--- config.mk ---
export PLATFORM = sky130hd
export DESIGN_NAME = noc_router_xy
export DESIGN_NICKNAME = d
export VERILOG_FILES = /design/src/rtl/noc_router_xy.sv
export SDC_FILE = /design/constraint.sdc
export NUM_CORES = 1
export LEC_CHECK = 0
export ABC_AREA = 1
export BUFFER_PORTS_ARGS = -buffer_cell sky130_fd_sc_hd__buf_2
export CELL_PAD_IN_SITES_DETAIL_PLACEMENT = 1
export CELL_PAD_IN_SITES_GLOBAL_PLACEMENT = 1
export CORE_MARGIN = 2
export CORE_UTILIZATION = 51
export DETAILED_ROUTE_END_ITERATION = 7
export PLACE_DENSITY_LB_ADDON = 0.1
export SETUP_SLACK_MARGIN = 0.05
export SYNTH_ARGS = -nofsm -noshare
export SYNTH_HDL_FRONTEND = slang
export SYNTH_SLANG_ARGS = --single-unit
--- constraint.sdc ---
create_clock -name clk -period 20.8 [get_ports clk]
set_input_delay 2.08 -clock clk [delete_from_list [all_inputs] [get_ports clk]]
set_output_delay 2.08 -clock clk [all_outputs]
set_load 0.02 [all_outputs]
--- src/rtl/noc_router_xy.sv ---
// rtl/noc_router_xy.sv - 5-port XY-routed wormhole mesh router with per-input FIFOs
//
// Ports (lane p of each vector is port p: 0 local, 1 north, 2 east, 3 south, 4 west)
//   clk       in   single clock, rising edge
//   rst       in   asynchronous active-high reset
//   in_flit   in   5*FLIT_W incoming flits, lane p at [p*FLIT_W +: FLIT_W]
//   in_req    in   5 incoming flit valid
//   out_ack   out  5 input-side ready (input FIFO p not full)
//   out_flit  out  5*FLIT_W outgoing flits, registered
//   out_req   out  5 outgoing flit valid
//   in_ack    in   5 downstream ready
module noc_router_xy #(
    parameter int FLIT_W = 34,
    parameter int DEPTH  = 4,
    parameter int CW     = 4,
    parameter int X_ID   = 0,
    parameter int Y_ID   = 0
) (
    input  logic                clk,
    input  logic                rst,
    input  logic [5*FLIT_W-1:0] in_flit,
    input  logic [4:0]          in_req,
    output logic [4:0]          out_ack,
    output logic [5*FLIT_W-1:0] out_flit,
    output logic [4:0]          out_req,
    input  logic [4:0]          in_ack
);
    localparam int NP   = 5;
    localparam int AW   = $clog2(DEPTH);
    localparam int CNTW = AW + 1;
    localparam logic [CW-1:0] X_C = CW'(X_ID);
    localparam logic [CW-1:0] Y_C = CW'(Y_ID);
    localparam logic [1:0] T_HEAD = 2'b10;

    // Input FIFOs
    logic [FLIT_W-1:0] mem [NP][DEPTH];
    logic [AW-1:0]     wr_ptr [NP];
    logic [AW-1:0]     rd_ptr [NP];
    logic [CNTW-1:0]   count [NP];

    // An input is ROUTED while some output is locked to it; the owning
    // output's lock records the route, so no per-input copy is kept.
    logic [NP-1:0] in_routed;
    logic [NP-1:0] out_locked;
    logic [2:0]    out_owner [NP];
    logic [2:0]    last_grant [NP];

    logic [FLIT_W-1:0] head [NP];
    logic [1:0]        htype [NP];
    logic [2:0]        hroute [NP];
    logic [NP-1:0]     fifo_ne;
    logic [NP-1:0]     push;
    logic [NP-1:0]     pop;
    logic [NP-1:0]     drop;
    logic [NP-1:0]     fwd;
    logic [NP-1:0]     grant;
    logic [NP-1:0]     can_load;
    logic [2:0]        sel [NP];

    function automatic logic [2:0] xy_route(input logic [CW-1:0] dx, input logic [CW-1:0] dy);
        if (dx > X_C)      return 3'd2;
        else if (dx < X_C) return 3'd4;
        else if (dy > Y_C) return 3'd1;
        else if (dy < Y_C) return 3'd3;
        else               return 3'd0;
    endfunction

    // FIFO head decode; out_ack comes only from the registered count
    always_comb begin
        for (int p = 0; p < NP; p++) begin
            out_ack[p] = (count[p] != CNTW'(DEPTH));
            head[p]    = mem[p][rd_ptr[p]];
            htype[p]   = head[p][FLIT_W-1 -: 2];
            hroute[p]  = xy_route(head[p][2*CW-1:CW], head[p][CW-1:0]);
            fifo_ne[p] = (count[p] != '0);
            push[p]    = in_req[p] && out_ack[p];
            // body/tail arriving at an IDLE input has no route: discard it
            drop[p]    = fifo_ne[p] && !in_routed[p] && !htype[p][1];
        end
    end

    // Per-output source selection: owner when locked, else round-robin
    always_comb begin
        logic found;
        int   idx;
        found = 1'b0;
        idx   = 0;
        pop   = drop;
        fwd   = '0;
        grant = '0;
        for (int o = 0; o < NP; o++) begin
            sel[o]      = '0;
            can_load[o] = !out_req[o] || in_ack[o];
            if (out_locked[o]) begin
                sel[o] = out_owner[o];
                fwd[o] = fifo_ne[out_owner[o]] && can_load[o];
            end else begin
                found = 1'b0;
                for (int k = 1; k <= NP; k++) begin
                    idx = int'(last_grant[o]) + k;
                    if (idx >= NP) idx = idx - NP;
                    if (!found && fifo_ne[idx] && !in_routed[idx] && htype[idx][1]
                        && hroute[idx] == 3'(o)) begin
                        found  = 1'b1;
                        sel[o] = 3'(idx);
                    end
                end
                fwd[o]   = found && can_load[o];
                grant[o] = fwd[o];
            end
            if (fwd[o]) pop[sel[o]] = 1'b1;
        end
    end

    always_ff @(posedge clk) begin
        for (int p = 0; p < NP; p++) begin
            if (push[p]) mem[p][wr_ptr[p]] <= in_flit[p*FLIT_W +: FLIT_W];
        end
    end

    always_ff @(posedge clk or posedge rst) begin
        if (rst) begin
            for (int p = 0; p < NP; p++) begin
                wr_ptr[p]     <= '0;
                rd_ptr[p]     <= '0;
                count[p]      <= '0;
                out_owner[p]  <= '0;
                last_grant[p] <= 3'd4;
            end
            in_routed  <= '0;
            out_locked <= '0;
            out_req    <= '0;
            out_flit   <= '0;
        end else begin
            for (int p = 0; p < NP; p++) begin
                if (push[p]) wr_ptr[p] <= wr_ptr[p] + 1'b1;
                if (pop[p])  rd_ptr[p] <= rd_ptr[p] + 1'b1;
                count[p] <= count[p] + CNTW'(push[p]) - CNTW'(pop[p]);
            end
            for (int o = 0; o < NP; o++) begin
                if (fwd[o]) begin
                    out_flit[o*FLIT_W +: FLIT_W] <= head[sel[o]];
                    out_req[o]                   <= 1'b1;
                end else if (in_ack[o]) begin
                    out_req[o] <= 1'b0;
                end
                if (grant[o]) begin
                    last_grant[o] <= sel[o];
                    // a single flit passes through without holding the output
                    if (htype[sel[o]] == T_HEAD) begin
                        out_locked[o]     <= 1'b1;
                        out_owner[o]      <= sel[o];
                        in_routed[sel[o]] <= 1'b1;
                    end
                end
                // tail or single (type bit 0 set) ends the packet
                if (out_locked[o] && fwd[o] && htype[out_owner[o]][0]) begin
                    out_locked[o]          <= 1'b0;
                    in_routed[out_owner[o]] <= 1'b0;
                end
            end
        end
    end
endmodule

# Yosys cells after proc, flatten, opt, wreduce, memory -nomap -nowiden
# Memory sizes are Yosys's and may differ from the RTL's.
# Index checks and enable logic that the tools add are counted.
[word_totals] output_inout_bits=180 reg_bits=250 ramBits=680 in_bits=182 n_memories=1 word_cells=1207
[classes] order_cmp=140 n_eq_ne=30 bitwise=65 addsub=70 reduce_logical=245 muxes=615
[mem_list] name="mem" depth=5 width=136 read_ports=5 rd_ports_with_merged_regs=0 write_ports=5 line="36" rtl="logic [FLIT_W-1:0] mem [NP][DEPTH];"
[ops] op="$mux 32" count=50
[ops] op="$mux 34" count=25
[ops] op="$ge 32x4->1 const B" count=25
[ops] op="$lt 32x5->1 const B" count=25
[ops] op="$not 32->32" count=25
[ops] op="$mux 136" count=5
[ops] op="$bmux 34 s3" count=5
[ops] op="$bmux 34 s2" count=5
[ops] op="$demux 34 s2" count=5
[ops] op="$mux 3" count=90
[ops] op="$bmux 3 s3" count=25
[ops] op="$mux 1" count=215
[ops] op="$bmux 2 s3" count=35
[ops] op="$bmux 1 s3" count=55
[ops] op="$logic_and 1x1->1" count=145
[ops] op="$mux 2" count=70
[ops] op="$sub 4x3->5 const B" count=25
[ops] op="$ge 4x3->1 const B" count=25
[ops] op="$mux 5" count=20
[ops] op="$logic_not 1->1" count=60
[ops] op="$or 5x5->5" count=10
[ops] op="$add 3x2->4 const B" count=10
[ops] op="$add 3x3->4 const B" count=10
[ops] op="$ge 4x4->1 const B" count=10
[ops] op="25 further kinds" count=190

# Longest topological paths before layout
[depth] depth_word=73 ltp_mapped=38 depth_no_buf=36

# Worst setup path after synthesis
# OpenSTA, ideal clock, no wires.
[synth_timing] path_type="input to register" start="in in_ack[0]" end="reg count[14] (netlist name)" path_stages=17 path_buffers=1 arrival_time_ns=4.947 t_required_ns=20.677 path_slack_ns=15.730 setup_ns=0.123 cell_sequence="nor2_1 -> inv_1 -> nand3_1 -> a2111oi_0 -> nor2_8 -> inv_2 -> buf_2 -> nand2_1 -> nand3b_1 -> nor2_4 -> inv_2 -> ha_1 -> inv_1 -> ha_1 -> inv_1 -> fa_1 -> xnor2_1"
[synth_between] elab_chain_len=13 word_cells_on_any_way=14 cone_classes="add/sub (1); mux (6); bitwise (4); reduce/logical (3)"
[synth_rtl] item="start, declared" line="26" rtl="input logic [4:0] in_ack"
[synth_rtl] item="$logic_or 1x1->1 *" line="93" rtl="can_load[o] = !out_req[o] || in_ack[o];"
[synth_rtl] item="$logic_and 1x1->1, on equally long branches" line="108, 96"
[synth_rtl] item="$mux 1 *" line="94" rtl="if (out_locked[o]) begin"
[synth_rtl] item="$mux 5 *" line="111" rtl="if (fwd[o]) pop[sel[o]] = 1'b1;"
[synth_rtl] item="$or 5x5->5 (no source line)"
[synth_rtl] item="$mux 5 *" line="111"
[synth_rtl] item="$or 5x5->5 (no source line)"
[synth_rtl] item="$mux 5 *" line="111"
[synth_rtl] item="$or 5x5->5 (no source line)"
[synth_rtl] item="$mux 5 *" line="111"
[synth_rtl] item="$or 5x5->5 (no source line)"
[synth_rtl] item="$mux 5 *" line="111"
[synth_rtl] item="net pop[0]" line="53" rtl="logic [NP-1:0] pop;"
[synth_rtl] item="$sub 3x1->3 *" line="138" rtl="count[p] <= count[p] + CNTW'(push[p]) - CNTW'(pop[p]);"
[synth_rtl] item="end signal, assigned by index" line="138"
[synth_rtl] item="end, declared" line="39" rtl="logic [CNTW-1:0] count [NP];"
# The timed path passes the listed nets; every way through them passes the cells marked *.
# A chain may end at the register's enable or synchronous reset.

# Worst setup path in the final report
[layout_timing] start="reg rd_ptr[7] (netlist name)" end="reg count[10] (netlist name)"
[layout_between] elab_chain_len=59 word_cells_on_any_way=425 cone_classes="add/sub (1); order compare (14); eq/ne (20); mux (257); bitwise (6); reduce/logical (127)"
[layout_rtl] item="start, declared" line="38" rtl="logic [AW-1:0] rd_ptr [NP];"
[layout_rtl] item="start signal, assigned by index" line="137" rtl="if (pop[p]) rd_ptr[p] <= rd_ptr[p] + 1'b1;"
[layout_rtl] item="$not 2->3 (implied by the code) *" line="72" rtl="head[p] = mem[p][rd_ptr[p]];"
[layout_rtl] item="$bmux 34 s2 *" line="72"
[layout_rtl] item="$mux 34 (implied by the code) * (2 in a row)" line="72"
[layout_rtl] item="$lt 4x1->1" line="64" rtl="else if (dy < Y_C) return 3'd3;"
[layout_rtl] item="$mux 2" line="64"
[layout_rtl] item="$mux 2" line="63" rtl="else if (dy > Y_C) return 3'd1;"
[layout_rtl] item="$mux 3" line="62" rtl="else if (dx < X_C) return 3'd4;"
[layout_rtl] item="$mux 3" line="61" rtl="if (dx > X_C) return 3'd2;"
[layout_rtl] item="[... 43 more ...]"
[layout_rtl] item="$or 5x5->5 (no source line)"
[layout_rtl] item="$mux 5" line="111"
[layout_rtl] item="$or 5x5->5 (no source line)"
[layout_rtl] item="$mux 5" line="111"
[layout_rtl] item="$or 5x5->5 (no source line)"
[layout_rtl] item="$mux 5 *" line="111"
[layout_rtl] item="net pop[1]" line="53"
[layout_rtl] item="$sub 3x1->3 *" line="138"
# The timed path passes the listed nets; every way through them passes the cells marked *. The select of a mux whose other input is x is not followed.

==> results.md <==
- CP Max Fanout: 45
- CTS Sinks: 921
- Synth top area cells: edfxtp_1, dfrtp_1, nand2_1, a21oi_1, nor2_1
- DR iter-0 viols: 4149
- Total Neg Setup Slack: 0 ns
- Yosys top cell by area: edfxtp_1
- Slew Viols, Final: 0
- Worst flop-to-flop path startpoint: rd_ptr[7]$_DFFE_PP0P_
- PostCTS Resize Cnt: 0
- Nets: 4936
- Synth warnings: 0
- CP Launch Type: flop
- Hold_buf cts: 0
- Via density: 6.28
- Num CTS Buffers: 97
- Status: completed
- Clock Skew: 0.0711 ns
- Routed Antenna Nets: 0
- Die ar.: 89100 µm²
- CP Capture Type: flop
- Period minus WS final: 7.19 ns
- Worst R2R Setup Slack: 13.61 ns
- CP peak stage delay: 0.67 ns
- Number of cell rows: 107
- Port buffer count: 361
- Slowest cell on crit path: nand3_2
- Reg2reg end: count[10]$_DFF_PP0_
- Post-CTS Setup Inserts: 0
- Least-Margin Pin Slew: 1.48 ns
- Max-Cap Viols: 0
- # IOs: 362
- Hold Slack: 0.453 ns
- Register-to-Register Path Depth: 32
- Synthesis-stage register bit count: 921
- Post-synth EDFFs: 680
- Slew HR: 1.11%
- Sequential share of the synthesized area: 59.8%
- CTS tree: done
- Main synth FF type: edfxtp_1
- Period utilization: 34.6%
- Root buf cell: clkbuf_16
- Die Y-Extent: 298 µm
- HP Class: reg2reg
- Reg clk slew, reported paths: 0.07 ns
- GRT Util Overall: 39.0%
- Post-Syn Area per Cell: 10.1 µm²
- Grt ovf: 0
- Hold Fails Final Rpt: 0
- Clock latency on the worst-skew pair: 0.72 ns
- Synth cell types: 66
- Unrepaired setup endpoints after global routing: false
- Post-layout util: 58.5%
- RD Place Congestion: 0.989
- Hold Path End: out_owner[5]$_DFFE_PP0P_
- First-pass GRT wire length: 255000 µm
- CP Class: reg2reg
- Synth Instances: 4386
- Clock Path Buffers: 3
- Crit path top cell by count: nand2_1
- Routed WL: 177000 µm
- Hold Crit Depth: 0
- Crit path DAT: 7.78 ns
- Pin count of the biggest net entering global routing: 74
- Antenna violations before repair: 17
- WP data required: 21.39 ns
- Worst Min Path Start: out_owner[5]$_DFFE_PP0P_
- DRC: 0
- Ys async rst share: 26.2%
- Synthesized area: 44200 µm²
- Layout cell share with drive strength beyond 1: 16.9%
- CORE AREA: 85500 µm²
- Via count: 37200
- Synth-to-layout area growth: 13.2%
- Average wire per standard cell: 29.8 µm
- Top cell type's share of synthesized area: 46.2%
- Finish-stage setup viols: 0
- Syn nets: 4636
- Max Freq: 0.139 GHz
- Initial Utilization: 51.7%
- HPWL Detailed: 123000 µm
- Die W: 298 µm
- DRT Pass-1 Iters: 6
- Htree depth: 3
- Number of global-route vias before repair: 38100
Yosys cell counts, types with 6 or more instances:
library cell,instances
edfxtp_1,680
a41oi_2,26
nor2_4,17
buf_4,26
nand3_2,16
o211ai_1,13
o21ai_0,198
xor2_1,24
buf_6,27
nand2_4,18
a22oi_1,50
nand3b_1,7
o22ai_1,120
a221oi_1,14
a31oi_1,49
a211oi_1,20
nand3_1,227
nor3_1,31
buf_2,45
nor2_1,317
inv_2,44
o2111ai_1,6
nand2_2,37
o21ai_1,31
a21oi_2,8
ha_1,63
inv_4,7
clkbuf_1,104
nor2_2,12
dfrtp_1,238
a32oi_1,75
nand2_1,1123
inv_1,305
a21oi_1,267
xnor2_1,14
buf_1,16
a32o_1,10
nand4_1,34
worst max-delay path by stage:
stage | startpoint | to | slack, ns | cells after the start
after floorplan | rst | count[0]$_DFF_PP0_ | 12.11 | 1
after global placement | rd_ptr[7]$_DFFE_PP0P_ | count[10]$_DFF_PP0_ | 14.16 | 32
after global routing | rd_ptr[7]$_DFFE_PP0P_ | count[10]$_DFF_PP0_ | 13.31 | 32
after CTS | rd_ptr[7]$_DFFE_PP0P_ | count[10]$_DFF_PP0_ | 13.87 | 32
final | rd_ptr[7]$_DFFE_PP0P_ | count[10]$_DFF_PP0_ | 13.61 | 32
after detailed placement | rd_ptr[7]$_DFFE_PP0P_ | count[11]$_DFF_PP0_ | 14.02 | 32
cell usage in the layout (no fill, tap or decap), types with 120 or more instances in the layout:
cell type  instances
nand3_1          227
o21ai_0          198
nor2_1           297
a21oi_1          267
inv_1            301
buf_2            361
edfxtp_1         680
o22ai_1          120
dfrtp_1          233
nand2_1         1122
critical path: cells and delay by family, from the launching register on:
family,cells,cell delay [ns]
DFF,1,0.60
buffers and inverters,9,1.90
adders and majority gates,3,0.90
and+or+nand+nor,17,3.12
AOI/OAI and AO/OA,3,0.48
cells by family after synthesis:
group | Yosys count | share of synthesized area (%)
compound gates | 923 | 13.4
xor+xnor | 39 | 0.790
fa+ha+maj | 68 | 2.01
buf+inv | 579 | 5.78
flops | 921 | 59.8
simple gates | 1856 | 18.1
state kept, by name (all words and copies together), names as in the netlist:
signal,count
count,15
in_routed,5
last_grant,9
mem,680
out_flit,170
out_locked,5
out_owner,12
out_req,5
rd_ptr,10
wr_ptr,10
per-stage QoR:
stage	cell area [µm²]	setup WS, ns	std cells
floorplan	44200	12.11	4386
global placement	46800	14.16	5731
detailed placement	46800	14.02	5731
CTS	50000	13.87	5913
global route	50000	13.31	5919
finish	50100	13.61	5921
metal layers:
layer  vias to the layer above  part of all wire (%)  GRT usage (%)
li1                      15900                     -              -
met1                     18600                    36           46.6
met2                      1951                    46           62.4
met3                       654                   9.3           10.0
met4                        12                   8.2           26.5
met5                         -                 0.040              0
area by class of cell:
cell class              count  area (µm²)
multi-input cells        2886       15300
diodes                      8        20.0
well taps                1144        1430
clock buffers             135        2680
clock inverters            47         505
inverters                 361        1390
fillers                  9345       35500
flip-flops and latches    921       26500
repair buffers            419        2240
Power is left out: the tool's default activity adds up to more than one toggle a clock period on the data nets, which glitch-free logic cannot reach.
